<file path="config.mk">
export PLATFORM = sky130hd
export DESIGN_NAME = seg7_multi_counter
export DESIGN_NICKNAME = d
export VERILOG_FILES = /design/src/rtl/seg7_multi_counter.sv
export SDC_FILE = /design/constraint.sdc
export NUM_CORES = 1
export LEC_CHECK = 0
export ABC_AREA = 1
export CAP_MARGIN = 40
export CORE_MARGIN = 2
export CORE_UTILIZATION = 30
export DETAILED_ROUTE_END_ITERATION = 6
export GPL_ROUTABILITY_DRIVEN = 0
export PLACE_DENSITY = 0.55
export SLEW_MARGIN = 20
export SYNTH_ARGS = -nofsm -noshare
export SYNTH_HDL_FRONTEND = slang
export SYNTH_SLANG_ARGS = --single-unit
</file>
<file path="constraint.sdc">
create_clock -name clk -period 1.8 [get_ports clk]
set_clock_uncertainty 0.2 [all_clocks]
set_input_delay 0.36 -clock clk [delete_from_list [all_inputs] [get_ports clk]]
set_output_delay 0.36 -clock clk [all_outputs]
set_load 0.01 [all_outputs]
</file>
<file path="src/rtl/seg7_multi_counter.sv">
// Multi-digit BCD up/down counter with prescaled stepping, pause, load and a scanned 7-seg driver.
// Latency: count/tick/wrap update on the step edge; an/seg show the previous cycle's state (1 cycle).
// Backpressure: none; load has priority over a step, en=0 freezes count and prescaler, scan never stops.
//
// Ports:
//   clk        posedge clock for all state
//   rst        synchronous reset, active-low
//   en         1 = count, 0 = pause
//   up_dn      count direction, 1 = up
//   load       1-cycle strobe, loads load_val (nibbles clamped to 9)
//   load_val   BCD load value, nibble i = digit i
//   count_bcd  current count, BCD, nibble 0 = least significant digit
//   tick       1-cycle pulse on every count step
//   wrap       1-cycle pulse on a step that wraps all-9 <-> all-0
//   an         one-hot active-high digit select
//   seg        {dp,g,f,e,d,c,b,a}, active-high
module seg7_multi_counter #(
    parameter int NUM_DIGITS = 4,
    parameter int TICK_DIV   = 1,
    parameter int SCAN_DIV   = 1,
    parameter bit LZ_BLANK   = 1'b0
) (
    input  logic                    clk,
    input  logic                    rst,
    input  logic                    en,
    input  logic                    up_dn,
    input  logic                    load,
    input  logic [4*NUM_DIGITS-1:0] load_val,
    output logic [4*NUM_DIGITS-1:0] count_bcd,
    output logic                    tick,
    output logic                    wrap,
    output logic [NUM_DIGITS-1:0]   an,
    output logic [7:0]              seg
);

    localparam int CW = 4 * NUM_DIGITS;
    localparam int PW = (TICK_DIV > 1)   ? $clog2(TICK_DIV)   : 1;
    localparam int SW = (SCAN_DIV > 1)   ? $clog2(SCAN_DIV)   : 1;
    localparam int DW = (NUM_DIGITS > 1) ? $clog2(NUM_DIGITS) : 1;

    localparam logic [PW-1:0] PRESC_LAST = PW'(TICK_DIV - 1);
    localparam logic [SW-1:0] SCAN_LAST  = SW'(SCAN_DIV - 1);
    localparam logic [DW-1:0] DIG_LAST   = DW'(NUM_DIGITS - 1);

    logic [PW-1:0]         presc;
    logic [SW-1:0]         scan_cnt;
    logic [DW-1:0]         digit_idx;

    logic [CW-1:0]         count_next;
    logic                  wrap_next;
    logic [CW-1:0]         load_clamped;
    logic [NUM_DIGITS-1:0] blank;
    logic [NUM_DIGITS-1:0] an_next;
    logic [3:0]            cur_dig;
    logic                  cur_blank;
    logic [7:0]            seg_next;

    logic                  carry;
    logic                  higher_zero;
    logic [3:0]            dig;
    logic [3:0]            nd;

    function automatic logic [6:0] seg_decode(input logic [3:0] d);
        logic [6:0] s;
        case (d)
            4'd0:    s = 7'h3F;
            4'd1:    s = 7'h06;
            4'd2:    s = 7'h5B;
            4'd3:    s = 7'h4F;
            4'd4:    s = 7'h66;
            4'd5:    s = 7'h6D;
            4'd6:    s = 7'h7D;
            4'd7:    s = 7'h07;
            4'd8:    s = 7'h7F;
            4'd9:    s = 7'h6F;
            default: s = 7'h00;
        endcase
        return s;
    endfunction

    // BCD +/-1 ripple: the carry (or borrow) walks up while digits roll over.
    // A carry still set past the top digit means the whole count rolled over.
    always_comb begin
        count_next = count_bcd;
        carry      = 1'b1;
        dig        = 4'd0;
        nd         = 4'd0;
        for (int i = 0; i < NUM_DIGITS; i++) begin
            dig = count_bcd[4*i +: 4];
            nd  = dig;
            if (carry) begin
                if (up_dn) begin
                    if (dig >= 4'd9) begin
                        nd = 4'd0;
                    end else begin
                        nd    = dig + 4'd1;
                        carry = 1'b0;
                    end
                end else begin
                    if (dig == 4'd0) begin
                        nd = 4'd9;
                    end else begin
                        nd    = dig - 4'd1;
                        carry = 1'b0;
                    end
                end
            end
            count_next[4*i +: 4] = nd;
        end
        wrap_next = carry;
    end

    // Out-of-range load nibbles saturate at 9 so the count stays valid BCD.
    always_comb begin
        load_clamped = '0;
        for (int i = 0; i < NUM_DIGITS; i++) begin
            load_clamped[4*i +: 4] = (load_val[4*i +: 4] > 4'd9) ? 4'd9 : load_val[4*i +: 4];
        end
    end

    // Leading-zero mask: walk down from the MSD while every digit seen so far is zero.
    always_comb begin
        blank       = '0;
        higher_zero = 1'b1;
        for (int i = NUM_DIGITS - 1; i >= 0; i--) begin
            higher_zero = higher_zero && (count_bcd[4*i +: 4] == 4'd0);
            blank[i]    = LZ_BLANK && (i != 0) && higher_zero;
        end
    end

    // Select the scanned digit and build the next an/seg values.
    always_comb begin
        an_next   = '0;
        cur_dig   = 4'd0;
        cur_blank = 1'b0;
        for (int i = 0; i < NUM_DIGITS; i++) begin
            if (digit_idx == DW'(i)) begin
                an_next[i] = 1'b1;
                cur_dig    = count_bcd[4*i +: 4];
                cur_blank  = blank[i];
            end
        end
        seg_next[6:0] = cur_blank ? 7'h00 : seg_decode(cur_dig);
        seg_next[7]   = (digit_idx == '0) && !en;
    end

    always_ff @(posedge clk) begin
        if (!rst) begin
            count_bcd <= '0;
            presc     <= '0;
            scan_cnt  <= '0;
            digit_idx <= '0;
            tick      <= 1'b0;
            wrap      <= 1'b0;
            an        <= NUM_DIGITS'(1);
            seg       <= 8'h00;
        end else begin
            tick <= 1'b0;
            wrap <= 1'b0;

            if (load) begin
                count_bcd <= load_clamped;
                presc     <= '0;
            end else if (en) begin
                if (presc == PRESC_LAST) begin
                    presc     <= '0;
                    count_bcd <= count_next;
                    tick      <= 1'b1;
                    wrap      <= wrap_next;
                end else begin
                    presc <= presc + PW'(1);
                end
            end

            if (scan_cnt == SCAN_LAST) begin
                scan_cnt  <= '0;
                digit_idx <= (digit_idx == DIG_LAST) ? '0 : digit_idx + DW'(1);
            end else begin
                scan_cnt <= scan_cnt + SW'(1);
            end

            an  <= an_next;
            seg <= seg_next;
        end
    end

endmodule
</file>
### After elaboration in Yosys (flattened, before gate mapping)

Memories as Yosys holds them, arrays and structs flattened. A register that Yosys moved wholly into a read port is not among the register bits.
Index checks and enable logic that the tools add are counted.

| storage, ports and cells | value |
|---|---|
| flip-flop bits (word level) | 34 |
| bits in read-only memories | 112 |
| input port bits | 21 |
| output and inout port bits | 30 |
| word-level logic and storage cells | 105 |
| memories | 1 |

Memories:

| memory | depth | bits a word | read ports | clocked after Yosys merged registers in | wr ports | line | source |
|---|---|---|---|---|---|---|---|
| (name not given) | 16 | 7 | 1 | 1 | 0 | 65 | `case (d)` |

| cells by class | value |
|---|---|
| add/sub/neg operators | 11 |
| $lt $le $gt $ge | 8 |
| eq/ne operators | 4 |
| mux-type cells | 47 |
| bitwise operators | 3 |
| reductions and logical operators | 20 |

Operators with widths:

| operator | number |
|---|---|
| $mux W4 | 23 |
| $mux W16 | 3 |
| $mux W1 | 20 |
| $add A4 B1 Y4 const B | 4 |
| $ge A4 B4 Y1 const B | 4 |
| $gt A4 B4 Y1 const B | 4 |
| $logic_not A4 Y1 | 4 |
| $sub A4 B1 Y4 const B | 4 |
| $reduce_and A3 Y1 | 3 |
| $reduce_bool A2 Y1 | 4 |
| $reduce_or A5 Y1 | 1 |
| $eq A2 B2 Y1 const B | 2 |
| $reduce_and A2 Y1 | 2 |
| $not A1 Y1 | 3 |
| $reduce_or A3 Y1 | 1 |
| $add A1 B1 Y1 const B | 2 |
| $add A2 B1 Y2 const B | 1 |
| $eq A2 B1 Y1 const B | 1 |
| $logic_not A1 Y1 | 2 |
| $logic_not A2 Y1 | 1 |
| $mux W2 | 1 |
| $ne A2 B2 Y1 const B | 1 |
| $reduce_or A2 Y1 | 1 |
| $logic_and A1 B1 Y1 | 1 |

### Longest topological paths before layout

| depth | value |
|---|---|
| word-level depth | 9 |
| mapped depth | 15 |
| mapped depth without buffers | 15 |

### Worst setup path after synthesis

OpenSTA, ideal clock, no wires.

| path | value |
|---|---|
| path type | flip-flop to flip-flop |
| from | reg digit_idx[1] |
| to | reg seg[5] |
| library setup time | 113 ps |
| arrival time | 1619 ps |
| required time | 1487 ps |
| path slack | -133 ps |
| stages on the path, launching flop included | 14 |
| buffers on the path | 0 |
| clock period less this slack | 1933 ps |
| cell sequence | dfxtp_1 -> inv_1 -> ha_1 -> inv_2 -> nand2_2 -> o21ai_0 -> nand2_1 -> o21ai_0 -> inv_1 -> ha_1 -> nand3_1 -> inv_1 -> nor2_1 -> nor2_1 |

| on the way | value |
|---|---|
| longest elaborated chain between the ends | 5 |
| elaborated cells on any way between the ends | 8 |
| those cells by class | 3 x eq/ne; 4 x mux; 1 x reduce/logical |

RTL lines:

| what | line | source |
|---|---|---|
| from (decl) | 47 | `logic [DW-1:0] digit_idx;` |
| from (signal assigned) | 177 | `digit_idx <= (digit_idx == DIG_LAST) ? '0 : digit_idx + DW'(1);` |
| $logic_not A2 Y1 | 137 | `if (digit_idx == DW'(i)) begin` |
| $mux W4 (3 in a row) | 137 |  |
| $mux W4 * | 137 |  |
| to (decl) | 33 | `output logic [7:0] seg` |

Every way passes the cells marked *; elsewhere a longest branch is shown, timed or not.
A chain may end at the register's enable or synchronous reset.

### Worst setup path in the final report

| path | value |
|---|---|
| from | reg digit_idx[1] |
| to | reg seg[6] |

The elaborated chain is that of the path after synthesis.

==> out/summary.txt <==
VDD IR max -> 0.000291 V
remaining antenna violation count -> 0
Slew Viols, Final -> 0
fin crit period -> 1.93 ns
CTS Buf Count -> 5
Netlist cell types -> 32
Setup CP Type -> reg -> reg
register area share after synthesis -> 0.264
R2R depth -> 12
Final Hold Fails -> 0
Core Area -> 8130 µm²
Setup-failing EPs final -> 7
Rows -> 33
total gr overflow -> 0
CP max FO -> 4
largest net degree at the start of global routing -> 17
Power Density -> 708 nW/µm²
Setup WS post-layout -> -0.132 ns
DP Area -> 3580 µm²
vias in the first global route -> 2705
Clk pin slew, worst setup/hold paths -> 0.07 ns
vias per cell -> 4.71
first-pass GRT wire length -> 12200 µm
hold-fix buffers at CTS -> 0
clock buffer depth -> 2
proportion of layout cells with a drive suffix above 1 -> 0.344
drt total wl -> 7800 µm
Initial Util -> 0.308
most common cell after layout, fill and taps aside -> buf_4
CP arrival -> 1.92 ns
Yosys reg bits -> 33
Worst setup SP type -> flop
hold slack -> 0.269 ns
I/O pin cnt -> 51
EDFF count, synth -> 0
initial antenna violation count -> 0
post-route cell area -> 4120 µm²
Avg WL per Cell -> 12.6 µm
leading register cell type out of synthesis -> dfxtp_1
H-Tree Depth -> 2
Leakage -> 1.96 nW
DP Worst Slack -> -0.168 ns
Synth Instances -> 391
First-pass DRT Iterations -> 4
hold depth -> 1
failing checks -> negative setup slack
CTS tree -> done
unrepaired setup endpoints after global routing -> yes
diode count -> 0
r2r setup slk -> -0.13 ns
count of clock tree sinks -> 33
die height -> 95.4 µm
drt first-iter violations -> 137
DRC -> 0
RR Endpoint -> seg[6]$_SDFF_PN0_
Total GRT Usage -> 0.171
Core Util, Final -> 0.506
DP HPWL -> 5630 µm
Worst Hold End -> digit_idx[1]$_SDFFE_PN0N_
Reg-to-Reg Start -> digit_idx[1]$_SDFFE_PN0N_
HP Start -> scan_cnt$_SDFF_PN0_
post-synthesis cell area -> 2500 µm²
syn_area_per_cell -> 6.41 µm²
count of input and output buffers -> 50
Final period util -> 1.07
run status -> finished with violations
Worst Hold Class -> reg -> reg
Area Overhead vs Synth -> 64.4%
commonest cells after routing, fill and taps aside -> buf_4, nand2_1, nor2_1
Fmax -> 518 MHz
# nets final -> 554
Root Buffer -> clkbuf_8
Vias -> 2903
yosys warns -> 0
clock latency on the worst-skew pair -> 0.29 ns
syn_nets -> 434
max_cap viols -> 0
Die X-Extent -> 95.4 µm
critical path endpoint category -> flop
Data required, critical path -> 1.79 ns
Total Neg Setup Slack -> -0.678 ns
die area -> 9100 µm²
Async SR Flop Fraction -> 0
timing repair:
item | CTS | global route
pin swaps | 13 | 31
setup endpoints to repair | 28 | 25
resized for setup | 58 | 62
cloned | 0 | 0
buffers inserted | 3 | 9
endpoints found under the hold margin | 0 | 0
power breakdown:
group / internal [mW] / total, mW / switching (mW)
registers: 0.809 / 0.866 / 0.0565
clock network: 0.452 / 0.751 / 0.299
logic: 0.627 / 1.30 / 0.673
routing by layer:
layer  share of wire  up-vias  GRT usage
li1                -     1513          -
met1            0.47     1300      0.213
met2            0.47       75      0.300
met3           0.043       15     0.0261
met4           0.022        0     0.0583
met5               0        -          0
cell families after synthesis:
logic type / Yosys count / share of synthesized area
DFF: 33 / 0.264
AOI/OAI and AO/OA: 61 / 0.134
and+or+nand+nor: 204 / 0.365
other: 1 / 0.00150
xor gates and xnor gates: 6 / 0.0210
buffers and inverters: 64 / 0.105
adders and majority gates: 22 / 0.110
Yosys cell counts, types with 2 or more instances:
| master | instances | share of area |
|---|---|---|
| a21oi_1 | 21 | 0.042 |
| a31oi_1 | 3 | 0.0075 |
| buf_2 | 9 | 0.018 |
| dfxtp_1 | 33 | 0.26 |
| ha_1 | 22 | 0.11 |
| inv_1 | 45 | 0.067 |
| inv_2 | 6 | 0.0090 |
| nand2_1 | 82 | 0.12 |
| nand2_2 | 6 | 0.015 |
| nand2_4 | 3 | 0.013 |
| nand3_1 | 47 | 0.094 |
| nand3_2 | 3 | 0.012 |
| nand4_1 | 8 | 0.020 |
| nor2_1 | 50 | 0.075 |
| nor2_2 | 2 | 0.0050 |
| nor3_1 | 2 | 0.0040 |
| o211ai_1 | 4 | 0.012 |
| o21a_1 | 2 | 0.0060 |
| o21ai_0 | 23 | 0.046 |
| o21ai_1 | 3 | 0.0060 |
| o22ai_1 | 2 | 0.0050 |
| xnor2_1 | 2 | 0.0070 |
| xor2_1 | 4 | 0.014 |
critical path: stages (launching register included):
cell	delay [ns]
dfxtp_2	0.34
inv_4	0.07
ha_4	0.16
inv_4	0.05
buf_4	0.13
o21ai_2	0.10
nor2_1	0.07
o22ai_1	0.20
buf_4	0.21
buf_4	0.12
nand2_2	0.04
nor2_1	0.10
nor2_1	0.04
worst max path at each step:
stage                                    startpoint                    endpoint  slack, ns  cells past startpoint
after floorplan           digit_idx[1]$_SDFFE_PN0N_           seg[3]$_SDFF_PN0_     -0.009                     12
after global placement                        up_dn  count_bcd[15]$_SDFFE_PN0P_      -0.15                      9
after detailed placement                      up_dn  count_bcd[10]$_SDFFE_PN0P_      -0.17                      9
after CTS                 digit_idx[1]$_SDFFE_PN0N_           seg[5]$_SDFF_PN0_      -0.05                     11
after global routing      digit_idx[1]$_SDFFE_PN0N_           seg[5]$_SDFF_PN0_      -0.24                     12
final                     digit_idx[1]$_SDFFE_PN0N_           seg[6]$_SDFF_PN0_      -0.13                     12
registers in the layout, summed over array words and instances (netlist names):
| signal | count |
|---|---|
| wrap | 1 |
| tick | 1 |
| scan_cnt | 1 |
| seg | 8 |
| an | 4 |
| digit_idx | 2 |
| count_bcd | 16 |
stage by stage:
stage,power [mW],std cells
after floorplan,1.44,391
after global placement,1.92,597
after detailed placement,1.92,597
after CTS,2.75,608
after global routing,3.10,617
final,2.92,617
final cells by class:
type | instances | area [µm²]
clock buffers | 7 | 86.3
inverters | 52 | 220
multi-input cells | 294 | 1880
well taps | 105 | 131
fillers | 731 | 4020
clock inverters | 1 | 30.0
repair buffers | 125 | 1090
flip-flops and latches | 33 | 686
No activity file was read; power rests on OpenSTA's default activity.
